**src/rtl/brightness_pkg.sv**
```systemverilog
// ==================================================================
// Package  : brightness_pkg
// Shared scheduler state type and BPM width helper.
// Revision : 1.0
// ==================================================================
`default_nettype none

package brightness_pkg;

   typedef enum logic [1:0] {
      OFF   = 2'd0,
      ARM   = 2'd1,
      TRACK = 2'd2,
      FADE  = 2'd3
   } sched_state_t;

   function automatic int bpm_width(input int max_bpm);
      return $clog2(max_bpm + 1);
   endfunction

endpackage

`default_nettype wire

```
**src/rtl/bpm_slew_limiter.sv**
```systemverilog
// ==================================================================
// Module   : bpm_slew_limiter
// Combinational one-frame step of a value toward a goal, bounded by RAMP_STEP.
// Revision : 1.0
// ==================================================================
`default_nettype none

module bpm_slew_limiter #(
   parameter int W         = 8,
   parameter int RAMP_STEP = 4
) (
   input  logic [W-1:0] current,
   input  logic [W-1:0] goal,
   output logic [W-1:0] next_value
);

   localparam logic [W:0]   c_step   = (W+1)'(RAMP_STEP);
   localparam logic [W-1:0] c_step_w = W'(RAMP_STEP);

   logic         w_up;
   logic [W:0]   w_diff;
   logic [W-1:0] w_step;

   // The distance is taken one bit wider so it can never wrap.
   always_comb begin
      w_up   = (goal >= current);
      w_diff = w_up ? ({1'b0, goal} - {1'b0, current})
                    : ({1'b0, current} - {1'b0, goal});
      w_step = (w_diff < c_step) ? w_diff[W-1:0] : c_step_w;
      next_value = w_up ? (current + w_step) : (current - w_step);
   end

endmodule

`default_nettype wire

```
**src/rtl/brightness_scheduler.sv**
```systemverilog
// ==================================================================
// Module   : brightness_scheduler
// Frame-synchronous enable/BPM controller feeding brightness_filter.
// Revision : 1.0
// ==================================================================
`default_nettype none

module brightness_scheduler
   import brightness_pkg::*;
#(
   parameter int MAX_BPM        = 200,
   parameter int RAMP_STEP      = 4,
   parameter int TIMEOUT_FRAMES = 30,
   localparam int W             = bpm_width(MAX_BPM)
) (
   input  logic         clk,
   input  logic         reset,
   input  logic [W-1:0] bpm_in,
   input  logic         bpm_valid,
   output logic         bpm_ready,
   input  logic         enable_req,
   input  logic         sof,
   output logic         filter_enable,
   output logic [W-1:0] BPM_estimate,
   output logic         busy
);

   localparam int              c_sw      = $clog2(TIMEOUT_FRAMES + 1);
   localparam logic [c_sw-1:0] c_timeout = c_sw'(TIMEOUT_FRAMES);
   localparam logic [W-1:0]    c_max     = W'(MAX_BPM);

   sched_state_t    r_state;
   sched_state_t    w_next_state;
   logic [W-1:0]    r_target;
   logic [W-1:0]    r_current;
   logic [c_sw-1:0] r_stale;
   logic            r_fen;
   logic            r_ready;
   logic            r_busy;

   logic [W-1:0]    w_goal;
   logic [W-1:0]    w_slewed;
   logic [W-1:0]    w_bpm_clamped;
   logic            w_accept;
   logic            w_stale_hit;
   logic            w_ramp;
   logic            w_arm_to_track;
   logic            w_fade_to_off;

   bpm_slew_limiter #(
      .W         (W),
      .RAMP_STEP (RAMP_STEP)
   ) u_slew (
      .current    (r_current),
      .goal       (w_goal),
      .next_value (w_slewed)
   );

   always_comb begin
      w_accept      = bpm_valid && r_ready;
      w_bpm_clamped = (bpm_in > c_max) ? c_max : bpm_in;
      w_stale_hit   = (r_stale == c_timeout);
      // One limiter serves both the tracking ramp and the fade to zero.
      w_goal        = (r_state == FADE) ? '0 : r_target;
      w_next_state  = r_state;
      w_ramp        = 1'b0;
      case (r_state)
         OFF: begin
            if (enable_req) w_next_state = ARM;
         end
         ARM: begin
            if (!enable_req)  w_next_state = OFF;
            else if (sof)     w_next_state = TRACK;
         end
         TRACK: begin
            w_ramp = sof;
            if (!enable_req || w_stale_hit) w_next_state = FADE;
         end
         FADE: begin
            if (sof) begin
               if (r_current == '0)                  w_next_state = OFF;
               else if (enable_req && !w_stale_hit)  w_next_state = TRACK;
               else                                  w_ramp = 1'b1;
            end
         end
         default: w_next_state = OFF;
      endcase
      w_arm_to_track = (r_state == ARM)  && (w_next_state == TRACK);
      w_fade_to_off  = (r_state == FADE) && (w_next_state == OFF);
   end

   always_ff @(posedge clk or posedge reset) begin
      if (reset) begin
         r_state   <= OFF;
         r_target  <= '0;
         r_current <= '0;
         r_stale   <= '0;
         r_fen     <= 1'b0;
         r_ready   <= 1'b0;
         r_busy    <= 1'b0;
      end else begin
         r_state <= w_next_state;
         r_ready <= (w_next_state != FADE);
         r_busy  <= (w_next_state != OFF);

         if (w_ramp) r_current <= w_slewed;

         if (w_arm_to_track)     r_fen <= 1'b1;
         else if (w_fade_to_off) r_fen <= 1'b0;

         if (w_accept) r_target <= w_bpm_clamped;

         // An accept in the same cycle as a frame tick clears the count.
         if (w_accept || w_arm_to_track)
            r_stale <= '0;
         else if ((r_state == TRACK) && sof && !w_stale_hit)
            r_stale <= r_stale + c_sw'(1);
      end
   end

   assign bpm_ready     = r_ready;
   assign busy          = r_busy;
   assign filter_enable = r_fen;
   assign BPM_estimate  = r_current;

endmodule

`default_nettype wire

```
**config.mk**
```make
export PLATFORM = sky130hd
export DESIGN_NAME = brightness_scheduler
export DESIGN_NICKNAME = d
export VERILOG_FILES = /design/src/rtl/brightness_pkg.sv /design/src/rtl/bpm_slew_limiter.sv /design/src/rtl/brightness_scheduler.sv
export SDC_FILE = /design/constraint.sdc
export NUM_CORES = 1
export LEC_CHECK = 0
export BUFFER_PORTS_ARGS = -buffer_cell sky130_fd_sc_hd__buf_2
export CAP_MARGIN = 5
export CORE_MARGIN = 4
export CORE_UTILIZATION = 40
export CTS_CLUSTER_DIAMETER = 40
export DETAILED_ROUTE_END_ITERATION = 6
export PLACE_DENSITY = 0.56
export SYNTH_ARGS = -nofsm -noshare
export SYNTH_HDL_FRONTEND = slang
export SYNTH_SLANG_ARGS = --single-unit
```
**constraint.sdc**
```tcl
create_clock -name clk -period 5.85 [get_ports clk]
set_clock_uncertainty 0.15 [all_clocks]
set_input_delay 0 -clock clk [delete_from_list [all_inputs] [get_ports clk]]
set_output_delay 0 -clock clk [all_outputs]
set_load 0.1 [all_outputs]
```
==> impl_metrics.tcl <==
set metrics [dict create \
    drtIter0Drc 123 \
    cts_buffers 3 \
    worstMarginPinSlew_ps 996 \
    reg2reg_depth 24 \
    setup_tns_ps 0 \
    portBuffers 23 \
    core-area_mm2 0.00596 \
    cts_tree "done" \
    grt_pass1_wl_um 9760 \
    diodes 0 \
    wl_met1_um 2810 \
    dr.pass1.iters 4 \
    crit_top_cell "nand2_1" \
    async_reset_ff_share_pct 100 \
    yosysTopAreaCell "dfrtp_1" \
    outcome "completed" \
    cp_cell_sequence "nand2_1 > nand2_1 > inv_1 > ha_1 > inv_1 > fa_1 > a211oi_2 > nor2_4 > mux2i_1 > or4_4 > nor2_4 > nand2_1 > a21o_1 > ha_1 > o21ai_0 > nand2_1 > o2bb2ai_1 > ha_1 > nand3_1 > o2111ai_1 > o211ai_1 > and3_1 > a221oi_1 > nand4_1" \
    clk_latency_ps 280 \
    crit-reg2reg-capture "BPM_estimate[7]$_DFFE_PP0P_" \
    hp-start "bpm_valid" \
    routedWlPerCell_um 14.2 \
    drcViolationCount 0 \
    clock-sinks 26 \
    die_h_um 86.4 \
    vias_per_cell 5.51 \
    critPathArrivalTime_ps 5390 \
    slew_headroom_pct 33.5 \
    start_kind "register" \
    cp_data_required_time_ps 5860 \
    reg2reg_slack_ps 470 \
    synth_flop_cell "dfrtp_1" \
    grt_use_total_pct 16.0 \
    grt_pass1_vias 2086 \
    postCtsSetupBuffers 0 \
    synth_edf_count 0 \
    crit_slowest_cell "or4_4" \
    slew_viol_final 0 \
    cts_buffer_depth 2 \
    max_freq_mhz 186 \
    cap_violations 0 \
    slowest_delay_ps 560 \
    initial_core_util_pct 41.3 \
    fin_nets 368 \
    vias 2205 \
    cts.clk_slew.worst_paths_ps 100 \
    cp_max_fo 9 \
    ios 24 \
    fin_crit_ps 5380 \
    ys_seq_area_share_pct 26.5 \
    rsz0062_at_grt "no" \
    die_x_um 86.4 \
    syn_avg_cell_area_um2 8.36 \
    endpoint_kind "register" \
    critPathKind "register to register" \
    postCtsHoldBufs 14 \
    met2_length_um 2560 \
    synth_area_mm2 0.00246 \
    syn_inst 294 \
    setup_viol_count_final 0 \
    yosysWarnings 0 \
    dieArea_mm2 0.00746 \
    drive_gt1_share_pct 12.3 \
    yosysUniqueCellTypes 55 \
    area_growth_pct 14.7 \
    grt_overflow 0 \
    grt_max_degree 27 \
    totalWireLength_um 5670 \
    min_to "r_target[2]$_DFFE_PP0P_" \
    hold_depth 3 \
    rr_startpoint "r_state[0]$_DFF_PP0_" \
    synthesis.nets 336 \
    htree_num_levels 1 \
    antenna_left 0 \
    top_layer "met4" \
    rows 28 \
    root_buffer "clkbuf_8" \
    gp_congestion 0.834 \
    yosysTopAreaCellShare_pct 26.5 \
    timing.hold.ws_ps 166 \
    met3_length_um 223 \
    ys_ff_latch 26 \
    cts_resized 0 \
    hold_path.class "input pin to register" \
    finalHoldViolCount 0 \
    finalCritPeriodShare_pct 91.9 \
    dpl.hpwl_um 4350 \
    grt_antenna_before_repair 0 \
    yosys-top-cells-area "dfrtp_1 26%, ha_1 13%, nand2_1 4.4%" \
]
-- per-layer routing --
layer	vias to the layer above	track usage (%)
met1	1029	22.0
met4	0	4.82
met3	7	2.47
li1	1116	-
met2	53	26.1
met5	-	0
-- cell type report --
class	count	area [um2]
fill	603	3140
multi-input combinational	230	1640
sequential	26	651
timing repair buffer	38	263
inverter	27	101
tap	75	93.8
clock buffer	3	41.3
clock inverter	1	30.0
-- sequential cells by signal, indices dropped and copies added (netlist names) --
name           cells
BPM_estimate       8
r_target           8
r_stale            5
r_state            2
bpm_ready          1
busy               1
filter_enable      1
-- synth_stat cells (2+ instances only) --
library cell,instances
o211ai_1,3
or3_1,2
nor2_4,2
mux2_2,4
xor2_1,6
buf_6,2
and2_1,2
nand3_1,5
nand2_1,29
a22o_1,7
a211oi_1,2
and3_1,3
nor3b_1,3
nand3b_1,3
mux2i_1,3
nand2b_1,5
or4_1,2
nor2b_1,4
dfrtp_1,26
a21oi_1,21
a211o_1,2
a21boi_0,4
nor2_1,23
clkbuf_1,2
a21o_1,3
ha_1,26
o221ai_1,3
inv_1,27
xnor2_1,6
buf_2,6
o2111ai_1,2
o2bb2ai_1,2
a31oi_1,3
o21ai_0,18
nand4_1,4
fa_1,3
nor4_1,2
a211oi_2,2
nor3_1,6
-- how the worst max path moves through the flow --
| stage | endpoint | start |
|---|---|---|
| after global placement | BPM_estimate[7]$_DFFE_PP0P_ | r_state[1]$_DFF_PP0_ |
| after CTS | BPM_estimate[7]$_DFFE_PP0P_ | r_state[0]$_DFF_PP0_ |
| after detailed placement | BPM_estimate[7]$_DFFE_PP0P_ | r_state[1]$_DFF_PP0_ |
| after floorplan | BPM_estimate[7]$_DFFE_PP0P_ | BPM_estimate[2]$_DFFE_PP0P_ |
| final | BPM_estimate[7]$_DFFE_PP0P_ | r_state[0]$_DFF_PP0_ |
| after global routing | BPM_estimate[7]$_DFFE_PP0P_ | r_state[0]$_DFF_PP0_ |
-- cell families (layout without fill, tap and decap cells) --
logic type / after synthesis / count (layout) / synth area share [%]
AOI/OAI and AO/OA: 84 / 84 / 23.5
xor gates and xnor gates: 12 / 12 / 4.27
adders and majority gates: 29 / 29 / 15.7
buffers and inverters: 38 / 69 / 6.87
DFF: 26 / 26 / 26.5
muxes: 7 / 7 / 3.05
and+or+nand+nor: 98 / 98 / 20.2
-- critical path, delay by kind of cell, from the launching register on --
family / cells / cell delay, ps
AO/OA/AOI/OAI: 7 / 1410
multiplexers: 1 / 120
adder cells (fa/ha/maj): 4 / 1100
AND/OR/NAND/NOR: 10 / 1900
buffers and inverters: 2 / 110
flip-flops: 1 / 460
-- stage by stage --
| step | util, % | cell area [um2] | cells | worst slack (ps) |
|---|---|---|---|---|
| finish | 47.3 | 2820 | 400 | 472 |
| global route | 47.3 | 2820 | 400 | 34.1 |
| CTS | 47.3 | 2820 | 400 | 485 |
| detailed placement | 43.8 | 2610 | 382 | 506 |
| global placement | 43.8 | 2610 | 382 | 633 |
| floorplan | - | 2460 | 294 | 692 |
-- placed cells by master (no fill, tap or decap), types with 4 or more instances in the layout --
| cell | Yosys | routed |
|---|---|---|
| a22o_1 | 7 | 7 |
| nor2b_1 | 4 | 4 |
| buf_2 | 6 | 23 |
| dlygate4sd3_1 | 0 | 14 |
| dfrtp_1 | 26 | 26 |
| nor3_1 | 6 | 6 |
| o21ai_0 | 18 | 18 |
| nand4_1 | 4 | 4 |
| xnor2_1 | 6 | 6 |
| nand3_1 | 5 | 5 |
| xor2_1 | 6 | 6 |
| nand2b_1 | 5 | 5 |
| ha_1 | 26 | 26 |
| a21boi_0 | 4 | 4 |
| nand2_1 | 29 | 29 |
| inv_1 | 27 | 27 |
| nor2_1 | 23 | 23 |
| a21oi_1 | 21 | 21 |
| mux2_2 | 4 | 4 |
Power is not shown: default switching activity piles up to over one toggle a cycle in this logic, so the estimate is an artifact.
